[src/rtl/alu_issue_sequencer.sv]
// alu_issue_sequencer: decodes R-type instruction words and steps each one
// through read, execute and write-back cycles for the register-file/ALU datapath.
`default_nettype none

module alu_issue_sequencer #(
  parameter int ADDR_WIDTH  = 5,
  parameter int COUNT_WIDTH = 16
) (
  input  logic                   clk,
  input  logic                   reset_n,
  input  logic [31:0]            instr,
  input  logic                   instr_valid,
  output logic                   instr_ready,
  output logic [ADDR_WIDTH-1:0]  rd_addr1,
  output logic [ADDR_WIDTH-1:0]  rd_addr2,
  output logic [ADDR_WIDTH-1:0]  wr_addr,
  output logic [1:0]             s,
  output logic                   wr_enable,
  output logic                   busy,
  output logic                   done,
  output logic                   illegal,
  output logic [COUNT_WIDTH-1:0] retire_count
);

  localparam logic [6:0] OPCODE_RTYPE = 7'b0110011;

  typedef enum logic [2:0] {
    IDLE    = 3'd0,
    READ    = 3'd1,
    EXEC    = 3'd2,
    WRITE   = 3'd3,
    ILLEGAL = 3'd4
  } state_t;

  state_t state;
  state_t next_state;
  logic   legal;
  logic   load;
  logic   unused_bits;

  assign legal       = (instr[6:0] == OPCODE_RTYPE);
  assign instr_ready = (state == IDLE);
  assign load        = instr_ready && instr_valid && legal;
  assign unused_bits = ^{instr[31:25], instr[14]};

  always_ff @(posedge clk or negedge reset_n) begin
    if (!reset_n) state <= IDLE;
    else          state <= next_state;
  end

  always_comb begin
    next_state = state;
    case (state)
      IDLE:    if (instr_valid) next_state = legal ? READ : ILLEGAL;
      READ:    next_state = EXEC;
      EXEC:    next_state = WRITE;
      WRITE:   next_state = IDLE;
      ILLEGAL: next_state = IDLE;
      default: next_state = IDLE;
    endcase
  end

  // Outputs are registered from next_state so each strobe lines up with its state.
  always_ff @(posedge clk or negedge reset_n) begin
    if (!reset_n) begin
      rd_addr1     <= '0;
      rd_addr2     <= '0;
      wr_addr      <= '0;
      s            <= '0;
      wr_enable    <= 1'b0;
      busy         <= 1'b0;
      done         <= 1'b0;
      illegal      <= 1'b0;
      retire_count <= '0;
    end else begin
      if (load) begin
        rd_addr1 <= ADDR_WIDTH'(instr[19:15]);
        rd_addr2 <= ADDR_WIDTH'(instr[24:20]);
        wr_addr  <= ADDR_WIDTH'(instr[11:7]);
        s        <= instr[13:12];
      end
      wr_enable <= (next_state == WRITE);
      done      <= (next_state == WRITE);
      illegal   <= (next_state == ILLEGAL);
      busy      <= (next_state != IDLE);
      if (next_state == WRITE) retire_count <= retire_count + COUNT_WIDTH'(1);
    end
  end

endmodule

`default_nettype wire

[config.mk]
export PLATFORM = sky130hd
export DESIGN_NAME = alu_issue_sequencer
export DESIGN_NICKNAME = d
export VERILOG_FILES = /design/src/rtl/alu_issue_sequencer.sv
export SDC_FILE = /design/constraint.sdc
export NUM_CORES = 1
export LEC_CHECK = 0
export ABC_AREA = 1
export BUFFER_PORTS_ARGS = -buffer_cell sky130_fd_sc_hd__buf_2
export CORE_MARGIN = 2
export CORE_UTILIZATION = 50
export DETAILED_ROUTE_END_ITERATION = 6
export GPL_TIMING_DRIVEN = 0
export PLACE_DENSITY = 0.83
export SYNTH_ARGS = -nofsm -noshare
export SYNTH_HDL_FRONTEND = slang
export SYNTH_SLANG_ARGS = --single-unit
[constraint.sdc]
create_clock -name clk -period 2.1 [get_ports clk]
set_clock_uncertainty 0.2 [all_clocks]
set_input_delay 0.315 -clock clk [delete_from_list [all_inputs] [get_ports clk]]
set_output_delay 0.315 -clock clk [all_outputs]
set_load 0.05 [all_outputs]
; Word level (Yosys, flattened, before mapping)
; Index checks and enable logic that the tools add are counted.
[classes]
mux = 3
mul = 0
n_lt_le_gt_ge = 0
addsub = 1
shift = 0
bitwise = 0
eq_ne = 5
n_reduce_logical = 4
n_div = 0
[op_table]
columns = cell, n
row1 = $add A16 B1 Y16 const B, 1
row2 = $pmux W3 S3, 1
row3 = $eq A7 B6 Y1 const B, 1
row4 = $eq A3 B2 Y1 const B, 2
row5 = $mux W3, 2
row6 = $eq A3 B1 Y1 const B, 1
row7 = $eq A3 B3 Y1 const B, 1
row8 = $logic_not A3 Y1, 1
row9 = $reduce_bool A3 Y1, 1
row10 = $logic_and A1 B1 Y1, 2
[totals]
rom_bits = 0
word_cells = 22
register_bits = 39
mem_count = 0
latch_bits = 0
ramBits = 0
inputBits = 35

; Logic depth before layout (Yosys ltp)
[depth]
ltp_word = 5
ltp_mapped = 8

; Worst setup path after synthesis
; Ideal clock, no wire load.
[synth_timing]
path_type = register -> register
start = register retire_count[0]
end = register retire_count[12]
setup_slack_ns = 0.253
path_buffers = 0
t_arrival_ns = 1.524
period_less_slack_ns = 1.847
setup_ns = 0.123
stages_incl_launch_ff = 7
path_cell_list = dfrtp_1 > ha_1 > nand3_2 > nor2_2 > nand4_1 > o21ai_1 > nand2_1
[synth_between]
elab_chain_cells = 1
[synth_lines]
columns = item, line
row1 = "start, declared", 22  ; output logic [COUNT_WIDTH-1:0] retire_count
row2 = "start signal, assigned", 86  ; if (next_state == WRITE) retire_count <= retire_count + COUNT_WIDTH'(1);
row3 = $add A16 B1 Y16, 86
; Every way passes these cells.
; A chain may end at the register's enable or synchronous reset.

; Worst setup path after layout
[layout_timing]
start = register state[0]
end = output instr_ready
[layout_between]
elab_chain_cells = 1
[layout_lines]
columns = item, line
row1 = "start, declared", 35  ; state_t state;
row2 = "start signal, assigned", 48  ; else state <= next_state;
row3 = $logic_not A3 Y1, 42  ; assign instr_ready = (state == IDLE);
row4 = "end, declared", 13  ; output logic instr_ready,
; Every way passes these cells.

==> run metrics <==
fillers around 260; CTS tree done; Worst setup EP type output port; critical path fanouts, max 3; Peak VDD IR 606 uV; Synthesized Nets ~240; Die Height about 64 um; Die X-Extent 64.4 um; Cell Rows 21; sequential share of power 0.391; Nets 325; Setup Viol. Count Final 0; fin. max-slew vios 0; Slew Limit Headroom 0.443; Power Total 2.52 mW; Fmax approximately 550 MHz; Clock Power Share 0.210; final instance area between 0.002 and 0.0025 mm^2; Worst Hold Launch instr_valid; via count around 1700; number of DRC markers in iteration 0 96; Bufs on Longest Clock Path 2; Comb pwr share 0.399; hold path cells 5; CP Launch Type flip-flop; clk slew on worst S/H paths approximately 0.12 ns; largest net degree at the start of global routing 40; Least-Margin Pin Slew between 0.8 and 0.9 ns; Reg2Reg Depth 6; #FFs+latches synth 39; GRT Total Usage 0.224; Synth cell types 25; RSZ-0062 raised after global routing no; Internal Power ~1.4 mW; final hold vios 0; crit path launch state[0]; Vias/cell around 4.9; DP HPWL between 2000 and 3000 um; share of cells above drive strength 1 0.334; switch share 0.438; GRT Residual Overflow 0; Num CTS Buffers 5; Setup TNS 0 ns; Post-Synthesis Cells 200; ANT cells 0; Final GP Congestion 0.826; PD cells between 1000 and 1500 mW/mm^2; initial antenna violation count 0; Root Buffer clkbuf_4; worst path required time between 1.5 and 2 ns; Sink Count 39; DRT antenna net count 0; Psw around 1.1 mW; fin crit period around 1.8 ns; clk_lat worst skew around 0.35 ns; starting density of the core 0.534; crit path kind flip-flop to output port; Core ar. between 0.003 and 0.004 mm^2; post-cts sizing count 0; status finished clean; worst path arrival time 1.29 ns; IO Pins 73; IO buf count 64; die footprint between 0.004 and 0.005 mm^2; Worst R2R Start retire_count[0]; syn_area_per_cell a little over 9 um^2; final WL 4110 um; Placed Area 0.00220 mm^2; Mapped Area about 0.0018 mm^2; drt first pass iters 4; # Max-Cap Violations 0; Seq/Total Area, Yosys 0.535; first-pass GRT wire length 7070 um; synth warn 0; synth-to-layout area growth 35.3%; period utilization 0.860; Lkg Pwr about 1.4 nW; Hold WC Path Type input port to flip-flop; routed len/inst around 12 um; vias in the first global route 1592; htree depth 2; DRC viols 0
-- registers in the layout, summed over array words and instances (netlist names) --
signal / count
done: 1
illegal: 1
rd_addr1: 5
rd_addr2: 5
s: 2
busy: 1
wr_addr: 5
retire_count: 16
state: 3
-- per-stage QoR --
stage                     setup WS [ns]  hold WS (ns)  instances   util
final                             0.294         0.176        336  0.723
after global routing              0.218         0.166        336  0.723
after floorplan                   0.253        -0.181        200      -
after global placement            0.510         0.250        310  0.645
after CTS                         0.265         0.160        336  0.723
after detailed placement          0.466         0.257        310  0.645
-- Yosys cell counts, drive strengths merged --
cell type / count / area [um^2]
o21ai: 2 / 10.0
xnor2: 7 / 68.8
xor2: 3 / 33.8
nand3b: 1 / 7.51
nand2: 72 / 280
nor3: 2 / 21.3
nor2: 15 / 101
ha: 1 / 12.5
dfrtp: 39 / 976
inv: 18 / 70.1
nand3: 29 / 160
nand4: 6 / 37.5
buf: 5 / 45.0
-- layout by cell type, fill, tap and decap left out, types with 6 or more instances in the layout --
cell type,synthesis,layout
buf_2,0,64
nand4_1,6,6
nand3_1,26,26
xnor2_1,6,6
dlygate4sd3_1,0,18
inv_1,14,14
nor2_1,7,7
nand2_1,70,70
dfrtp_1,39,39
-- area by class of cell --
| class | instances | area, um^2 | share of cell area |
|---|---|---|---|
| Clock inverter | 2 | 35.0 | 0.0142 |
| Clock buffer | 6 | 51.3 | 0.0208 |
| Tap cell | 46 | 57.6 | 0.0233 |
| Timing Repair Buffer | 82 | 500 | 0.203 |
| Buffer | 5 | 45.0 | 0.0182 |
| Sequential cell | 39 | 976 | 0.395 |
| Multi-Input combinational cell | 138 | 733 | 0.297 |
| Inverter | 18 | 70.1 | 0.0284 |
-- path summary, 6_finish.rpt --
kind	endpoint	slack (ns)
max	instr_ready	0.29
min reg2reg	s[0]	0.29
min in group asynchronous	rd_addr1[2]	0.39
min	wr_addr[0]	0.18
max in group asynchronous	retire_count[0]	0.78
max reg2reg	retire_count[12]	0.44
-- critical path, cell delays in order (launching register included) --
cell and delay (ns):
dfrtp_1 0.45, inv_2 0.07, nand3_2 0.10, inv_1 0.06, buf_2 0.25
-- repair_timing --
item	CTS	global route
endpoints found under the setup margin	0	0
buffers inserted	0	0
hold buffers	18	0
endpoints found under the hold margin	56	0
-- power by group through the flow --
stage | registers, mW | logic (mW) | clock network [mW]
final | 0.984 | 1.00 | 0.529
after global routing | 1.00 | 1.07 | 0.587
after CTS | 0.984 | 1.01 | 0.545
after detailed placement | 0.999 | 0.984 | 0
after global placement | 0.996 | 0.966 | 0
after floorplan | 1.35 | 0.396 | 0
-- cells by family (layout without fill, tap and decap cells) --
kind of cell               count (synthesis)  in the layout  synth area share
adders and majority gates                  1              1           0.00686
buffers and inverters                     23            113            0.0631
AOI/OAI and AO/OA                          2              2           0.00548
xor gates and xnor gates                  10             10            0.0562
and+or+nand+nor                          125            125             0.333
DFF                                       39             39             0.535
-- metal layers --
metal,part of all wire,GRT usage
met3,0.094,0.0757
met1,0.39,0.262
met2,0.50,0.389
met5,0,0
met4,0.012,0.0638
No activity file was read; power rests on OpenSTA's default activity.
